$ cat config.mk
export PLATFORM = sky130hd
export DESIGN_NAME = nn_ctrl
export DESIGN_NICKNAME = d
export VERILOG_FILES = /design/src/rtl/nn_ctrl.sv
export SDC_FILE = /design/constraint.sdc
export NUM_CORES = 1
export LEC_CHECK = 0
export CAP_MARGIN = 20
export CELL_PAD_IN_SITES_DETAIL_PLACEMENT = 1
export CELL_PAD_IN_SITES_GLOBAL_PLACEMENT = 2
export CORE_ASPECT_RATIO = 1.2
export CORE_UTILIZATION = 31
export CTS_CLUSTER_SIZE = 25
export DETAILED_ROUTE_END_ITERATION = 16
export MAX_ROUTING_LAYER = met4
export PLACE_DENSITY = 0.81
export SETUP_SLACK_MARGIN = 0.1
export SLEW_MARGIN = 20
export SYNTH_ARGS = -nofsm -noshare
export SYNTH_HDL_FRONTEND = slang
export SYNTH_SLANG_ARGS = --single-unit
$ cat constraint.sdc
create_clock -name clk -period 2.5 [get_ports clk]
set_clock_uncertainty 0.05 [all_clocks]
set_input_delay 0.5 -clock clk [delete_from_list [all_inputs] [get_ports clk]]
set_output_delay 0.5 -clock clk [all_outputs]
set_load 0.02 [all_outputs]
$ cat src/rtl/nn_ctrl.sv
// rtl/nn_ctrl.sv - two-layer neural network inference sequencer
// Steps the hidden MACs over the input SRAM, then the output MAC over hidden x output weights.
module nn_ctrl #(
    parameter int N_IN    = 784,
    parameter int N_HID   = 10,
    parameter int N_OUT   = 10,
    parameter int DRAIN   = 8,
    parameter int TIMEOUT = 1023
) (
    input  logic        clk,
    input  logic        reset,
    input  logic        start,
    input  logic        mac1_done,
    input  logic        sig_ready,
    output logic [17:0] address_1,
    output logic [11:0] address_2,
    output logic [9:0]  address_3,
    output logic [6:0]  address_6,
    output logic [6:0]  sel,
    output logic        mac1_start,
    output logic        mac2_start,
    output logic        busy,
    output logic        done,
    output logic        err
);
    localparam int IW = (N_IN > 1) ? $clog2(N_IN) : 1;
    localparam int HW = (N_HID > 1) ? $clog2(N_HID) : 1;
    localparam int OW = (N_OUT > 1) ? $clog2(N_OUT) : 1;
    localparam int KW = (N_OUT * N_HID > 1) ? $clog2(N_OUT * N_HID) : 1;
    localparam int DW = (DRAIN > 1) ? $clog2(DRAIN) : 1;
    localparam int WW = (TIMEOUT > 1) ? $clog2(TIMEOUT) : 1;

    typedef enum logic [2:0] {
        IDLE     = 3'd0,
        L1_RUN   = 3'd1,
        L1_WAIT  = 3'd2,
        SIG_WAIT = 3'd3,
        L2_RUN   = 3'd4,
        L2_DRAIN = 3'd5,
        FIN      = 3'd6,
        ERR      = 3'd7
    } state_t;

    state_t        state, state_n;
    logic [IW-1:0] i_cnt, i_n;
    logic [HW-1:0] h_cnt, h_n;
    logic [OW-1:0] o_cnt, o_n;
    logic [KW-1:0] k_cnt, k_n;
    logic [DW-1:0] d_cnt, d_n;
    logic [WW-1:0] w_cnt, w_n;

    logic [17:0] address_1_n;
    logic [11:0] address_2_n;
    logic [9:0]  address_3_n;
    logic [6:0]  address_6_n;
    logic [6:0]  sel_n;
    logic        mac1_start_n, mac2_start_n, busy_n, done_n, err_n;

    always_comb begin
        state_n = state;
        i_n     = i_cnt;
        h_n     = h_cnt;
        o_n     = o_cnt;
        k_n     = k_cnt;
        d_n     = d_cnt;
        w_n     = w_cnt;
        unique case (state)
            IDLE, ERR: begin
                if (start) begin
                    state_n = L1_RUN;
                    i_n     = '0;
                end
            end
            L1_RUN: begin
                if (i_cnt == IW'(N_IN - 1)) begin
                    state_n = L1_WAIT;
                    i_n     = '0;
                    w_n     = '0;
                end else begin
                    i_n = i_cnt + IW'(1);
                end
            end
            L1_WAIT: begin
                if (mac1_done) begin
                    state_n = SIG_WAIT;
                    w_n     = '0;
                end else if (w_cnt == WW'(TIMEOUT - 1)) begin
                    state_n = ERR;
                    w_n     = '0;
                end else begin
                    w_n = w_cnt + WW'(1);
                end
            end
            SIG_WAIT: begin
                if (sig_ready) begin
                    state_n = L2_RUN;
                    w_n     = '0;
                    h_n     = '0;
                    o_n     = '0;
                    k_n     = '0;
                end else if (w_cnt == WW'(TIMEOUT - 1)) begin
                    state_n = ERR;
                    w_n     = '0;
                end else begin
                    w_n = w_cnt + WW'(1);
                end
            end
            L2_RUN: begin
                // k tracks o*N_HID+h directly so no multiplier is needed
                k_n = k_cnt + KW'(1);
                if (h_cnt == HW'(N_HID - 1)) begin
                    h_n = '0;
                    if (o_cnt == OW'(N_OUT - 1)) begin
                        state_n = L2_DRAIN;
                        o_n     = '0;
                        k_n     = '0;
                        d_n     = '0;
                    end else begin
                        o_n = o_cnt + OW'(1);
                    end
                end else begin
                    h_n = h_cnt + HW'(1);
                end
            end
            L2_DRAIN: begin
                if (d_cnt == DW'(DRAIN - 1)) begin
                    state_n = FIN;
                    d_n     = '0;
                end else begin
                    d_n = d_cnt + DW'(1);
                end
            end
            FIN:     state_n = IDLE;
            default: state_n = IDLE;
        endcase

        // Outputs are decoded from the next state so the registers line up with it
        mac1_start_n = (state_n == L1_RUN);
        mac2_start_n = (state_n == L2_RUN);
        address_1_n  = mac1_start_n ? 18'(i_n) : '0;
        address_3_n  = mac1_start_n ? 10'(i_n) : '0;
        address_2_n  = mac2_start_n ? 12'(k_n) : '0;
        sel_n        = mac2_start_n ? 7'(h_n) : '0;
        address_6_n  = mac2_start_n ? 7'(o_n) : '0;
        busy_n       = (state_n inside {L1_RUN, L1_WAIT, SIG_WAIT, L2_RUN, L2_DRAIN});
        done_n       = (state_n == FIN);
        err_n        = (state_n == ERR);
    end

    always_ff @(posedge clk) begin
        if (reset) begin
            state      <= IDLE;
            i_cnt      <= '0;
            h_cnt      <= '0;
            o_cnt      <= '0;
            k_cnt      <= '0;
            d_cnt      <= '0;
            w_cnt      <= '0;
            address_1  <= '0;
            address_2  <= '0;
            address_3  <= '0;
            address_6  <= '0;
            sel        <= '0;
            mac1_start <= 1'b0;
            mac2_start <= 1'b0;
            busy       <= 1'b0;
            done       <= 1'b0;
            err        <= 1'b0;
        end else begin
            state      <= state_n;
            i_cnt      <= i_n;
            h_cnt      <= h_n;
            o_cnt      <= o_n;
            k_cnt      <= k_n;
            d_cnt      <= d_n;
            w_cnt      <= w_n;
            address_1  <= address_1_n;
            address_2  <= address_2_n;
            address_3  <= address_3_n;
            address_6  <= address_6_n;
            sel        <= sel_n;
            mac1_start <= mac1_start_n;
            mac2_start <= mac2_start_n;
            busy       <= busy_n;
            done       <= done_n;
            err        <= err_n;
        end
    end
endmodule

# Yosys cells after proc, flatten, opt, wreduce, memory -nomap -nowiden

Cells that the tools add are included.

Bits in registers: 90
Output and inout bits: 59
Word-level logic and storage cells: 91

Add/sub/neg operators: 6
Equal/unequal tests: 22
Muxes and demuxes: 32
Bitwise gates (word level): 2
Reductions and logical operators: 9

Operators with widths:

| cell                  | count |
|---|---|
| $mux 10               | 6 |
| $mux 3                | 11 |
| $pmux 10 s3           | 1 |
| $eq 3x3->1 const B    | 9 |
| $mux 7                | 3 |
| $pmux 3 s7            | 1 |
| $add 10x1->10 const B | 2 |
| $eq 10x10->1 const B  | 2 |
| $mux 4                | 5 |
| $pmux 10 s2           | 1 |
| $pmux 4 s2            | 2 |
| $pmux 7 s2            | 1 |
| $eq 3x2->1 const B    | 4 |
| $add 4x1->4 const B   | 2 |
| $eq 4x4->1 const B    | 2 |
| $add 7x1->7 const B   | 1 |
| $eq 3x1->1 const B    | 2 |
| $ne 2x2->1 const B    | 3 |
| $pmux 3 s2            | 1 |
| $reduce_or 2->1       | 3 |
| $reduce_bool 5->1     | 1 |
| $add 3x1->3 const B   | 1 |
| $logic_not 3->1       | 1 |
| $reduce_and 3->1      | 1 |
| other kinds (4)       | 5 |

# Logic depth before layout (Yosys ltp)

Depth after elaboration: 7
Mapped depth: 9
Depth with buffers taken out: 7

# Worst setup path before layout

No wires, ideal clock.

Path type: reg-to-reg
Start point: reg i_cnt[0]
End point: reg address_2[0]
Library setup time: 75 ps
Arrival: 2082 ps
Path slack: 293 ps
Stages on the path, launching flop included: 10
Cells stage by stage: dfxtp_1 ha_1 and3_1 buf_2 a31o_2 or4b_4 o21ba_1 buf_6 buf_6 nor3_2

Cells in the longest elaborated chain, start to end: 6

Ends and longest elaborated chain:

| what                             | line | text |
|---|---|---|
| start: declaration               | 45   | `logic [IW-1:0] i_cnt, i_n;` |
| start signal: assignment         | 171  | `i_cnt <= i_n;` |
| $eq 10x10->1                     | 75   | `if (i_cnt == IW'(N_IN - 1)) begin` |
| $mux 3                           | 75   |  |
| $pmux 3 s7                       | 67   | `unique case (state)` |
| $eq 3x3->1                       | 139  | `mac2_start_n = (state_n == L2_RUN);` |
| $not 1->1 (no source line)       | -    |  |
| $reduce_or 2->1 (no source line) | -    |  |
| end signal: assignment           | 178  | `address_2 <= address_2_n;` |
| end: declaration                 | 16   | `output logic [11:0] address_2,` |

Every way passes these cells.
A chain may end at the register's enable or synchronous reset.

# Worst setup path in the final report

Start point: reg d_cnt[0]
End point: reg address_6[2]

Cells in the longest elaborated chain, start to end: 6

Ends and longest elaborated chain:

| what                             | line | text |
|---|---|---|
| start: declaration               | 49   | `logic [DW-1:0] d_cnt, d_n;` |
| start signal: assignment         | 175  | `d_cnt <= d_n;` |
| $eq 3x3->1                       | 126  | `if (d_cnt == DW'(DRAIN - 1)) begin` |
| $mux 3                           | 126  |  |
| $pmux 3 s7                       | 67   |  |
| $eq 3x3->1                       | 139  |  |
| $not 1->1 (no source line)       | -    |  |
| $reduce_or 2->1 (no source line) | -    |  |
| end signal: assignment           | 180  | `address_6 <= address_6_n;` |
| end: declaration                 | 18   | `output logic [6:0] address_6,` |

Every way passes these cells.

==> run metrics <==
maximum clock rate=450 MHz; first-pass GRT wire length=between 10 and 15 mm; number of clock sinks seen by CTS=between 70 and 80; list of cells traversed by the critical path=ha_1 > ha_2 > nor2b_1 > o32ai_1 > or4b_4 > o21ba_1 > buf_12 > a211oi_1; flops & latches, synth=between 70 and 80; internal power consumption=~1.9 mW; flop-to-flop setup slack=0.28 ns; share of synthesized registers carrying an async set or reset=0%; vias in the first global route=about 2800; initial detailed-routing violation count=127; multi-input gate area in the final layout=0.00169 mm²; CP bufs+invs=1; maximum clock insertion buffer count=2; most instantiated flip-flop cell in the synthesis netlist=sky130_fd_sc_hd__dfxtp_1; largest stage delay on the critical path=approximately 0.53 ns; fraction of final layout cells sized beyond drive strength 1=between 10% and 20%; number of max-cap violations=0; input/output buffers=44; worst-path fanout max=17; final net count=449; Setup TNS=0 ns; Ant. Diodes=0; All-Layer GR Usage=between 10% and 20%; setup-violating endpoint count in the final report=0; top cell type's share of synthesized area=42.2%; number of max-slew violations in the final report=0; Crit path arrival time=2.42 ns; vias=between 2000 and 3000; drt via density=slightly below 5; Area growth, synth to finish=23.6%; clock slew seen by the registers of the worst setup and hold paths=about 0.060 ns; HPWL after detailed placement=roughly 5.8 mm; Cell Count Post-Placement=between 500 and 600; final hold violations=0; number of detailed-routing iterations run before antenna repair=4; number of distinct library cells after synthesis=approximately 50; most numerous cell in the Yosys netlist=sky130_fd_sc_hd__dfxtp_1; leading post-synthesis cells by instance count=71 x sky130_fd_sc_hd__dfxtp_1, 68 x sky130_fd_sc_hd__nor2_1, 30 x sky130_fd_sc_hd__buf_4; fill cell instance count of the final layout=between 1000 and 1500; number of enable-type register cells in the synthesized netlist=0; number of warnings reported in the yosys synthesis log=0; area inside the core boundary=between 0.01 and 0.015 mm²; Setup CP Type=reg2reg; most area-consuming cells after synthesis=sky130_fd_sc_hd__dfxtp_1 42%, sky130_fd_sc_hd__nor2_1 7.6%, sky130_fd_sc_hd__buf_4 6.7%; post-layout total power=~2.5 mW; clock latency reported for the late side of the worst-skew pair=0.34 ns; Total Die Area=0.0113 mm²; category of the worst setup path capture point=flop; pin count of the biggest net entering global routing=27; run status=finished, final reports clean; overall die height=roughly 120 µm; Critical Path RT=about 2.7 ns; final clock period utilization by the worst path=between 80% and 90%; GR Overflow Total=0; last weighted congestion value of the routability-driven placer=0.797; FP Rows=41; DRC Markers=0; Total Routed Length=slightly below 8 mm; cell taking the most area after synthesis=sky130_fd_sc_hd__dfxtp_1; slowest cell on the critical path=sky130_fd_sc_hd__or4b_4; kind of cell with the highest combined delay on the critical path=simple AND/OR/NAND/NOR gates; number of antenna violations at the first check in global routing=0; relative contribution of sequential cells to total power=a little under half; total power per unit cell area=593 mW/mm²; share of total power consumed by net switching=around a quarter; Syn Area/Cell=between 8 and 9 µm²; Tightest Hold Check Type=reg2reg; post-route insts no fill=570; peak ir drop on the vdd network=roughly 0.29 mV; I/O pin count=64; register area=~0.0014 mm²; RSZ-0062 raised after global routing=false; post-route ant nets=0; TritonCTS clock tree=yes; P_leak=1.51 nW; cts bufs inserted=9; netlist area before placement=between 0.003 and 0.004 mm²; sequential-to-total area share from yosys stat=42.2%; switching power total=approximately 0.59 mW; Horiz. Die Dim=97.2 µm; startpoint type of the worst setup path=flop; Mapped Cells=395; Gate power share=about 6.0%; hold-fix buffers at CTS=0; detailed-route wire length per cell=around 14 µm; final period demand of the worst path=2.22 ns; root cell of the clock tree=sky130_fd_sc_hd__clkbuf_16; starting utilization of the core area=between 30% and 40%; clock network power share=a little under half; number of levels in the clock H-tree=3
==> what timing repair did <==
action,CTS,global route
gates resized for setup,0,5
buffers inserted,0,0
endpoints found under the setup margin,0,5
endpoints found under the hold margin,0,0
==> layout make-up <==
type | instances | share of cell area, %
Inverter | 11 | 0.991
Clock inverter | 5 | 0.811
Sequential cell | 71 | 34.1
Tap cell | 129 | 3.88
Clock buffer | 11 | 5.83
Timing Repair Buffer | 59 | 13.9
Multi-Input combinational cell | 284 | 40.5
==> cells in the final DEF (no fill, tap or decap), types with 13 or more instances in the layout <==
master                            count
sky130_fd_sc_hd__nor3_1              16
sky130_fd_sc_hd__nand3_1             13
sky130_fd_sc_hd__nor2_1              68
sky130_fd_sc_hd__dfxtp_1             71
sky130_fd_sc_hd__a21oi_1             18
sky130_fd_sc_hd__buf_4               13
sky130_fd_sc_hd__conb_1              19
sky130_fd_sc_hd__clkdlybuf4s50_1     44
sky130_fd_sc_hd__nand2_1             16
sky130_fd_sc_hd__o21ai_0             17
==> cells by family (layout without fill, tap and decap cells) <==
logic type / count (synthesis) / after routing / synth area share [%]
XOR/XNOR: 11 / 11 / 2.86
other: 1 / 19 / 0.111
AND/OR/NAND/NOR: 177 / 177 / 28.5
flip-flops: 71 / 71 / 42.2
adder cells (fa/ha/maj): 8 / 8 / 2.97
AO/OA/AOI/OAI: 69 / 69 / 13.0
buffers and inverters: 58 / 86 / 10.4
==> final timing paths <==
check	from	endpoint	cells past startpoint
hold reg to reg	w_cnt[7]$_SDFFE_PP0P_	w_cnt[7]$_SDFFE_PP0P_	1
setup reg to reg	d_cnt[0]$_SDFFE_PP0P_	address_6[2]$_SDFF_PP0_	8
hold / removal	w_cnt[7]$_SDFFE_PP0P_	w_cnt[7]$_SDFFE_PP0P_	1
setup / recovery	d_cnt[0]$_SDFFE_PP0P_	address_6[2]$_SDFF_PP0_	8
==> flip-flops by register name, indices dropped and copies added (netlist names) <==
name and count:
address_3 10, i_cnt 10, w_cnt 10, address_2 7, k_cnt 7, address_6 4
h_cnt 4, o_cnt 4, sel 4, d_cnt 3, state 3, busy 1
done 1, err 1, mac1_start 1, mac2_start 1
==> metrics by stage <==
stage               hold WS (ns)  instance area (µm²)  setup slack, ns  utilization (%)
floorplan                  0.391                 3440            0.293                -
global placement           0.423                 3870            0.103             36.6
CTS                        0.446                 4150            0.175             39.2
finish                     0.454                 4170            0.279             39.4
global route               0.473                 4170            0.115             39.4
detailed placement         0.433                 3870           0.0700             36.6
==> power groups by stage <==
stage	registers [mW]	clock network, mW	logic [mW]
2_1_floorplan	1.17	0	0.123
3_3_place_gp	1.17	0	0.149
3_5_place_dp	1.17	0	0.150
4_1_cts	1.15	1.21	0.151
5_1_grt	1.15	1.25	0.164
6_report	1.15	1.18	0.149
==> metal layers <==
metal  up-vias  GRT usage, %  part of all wire (%)
met3        12          2.57                   2.0
met1      1352          17.6                    46
li1       1419             -                     -
met2        35          25.4                    50
met4         0          8.06                   2.3
met5         -             -                     0
(Power assumes the default switching activity.)
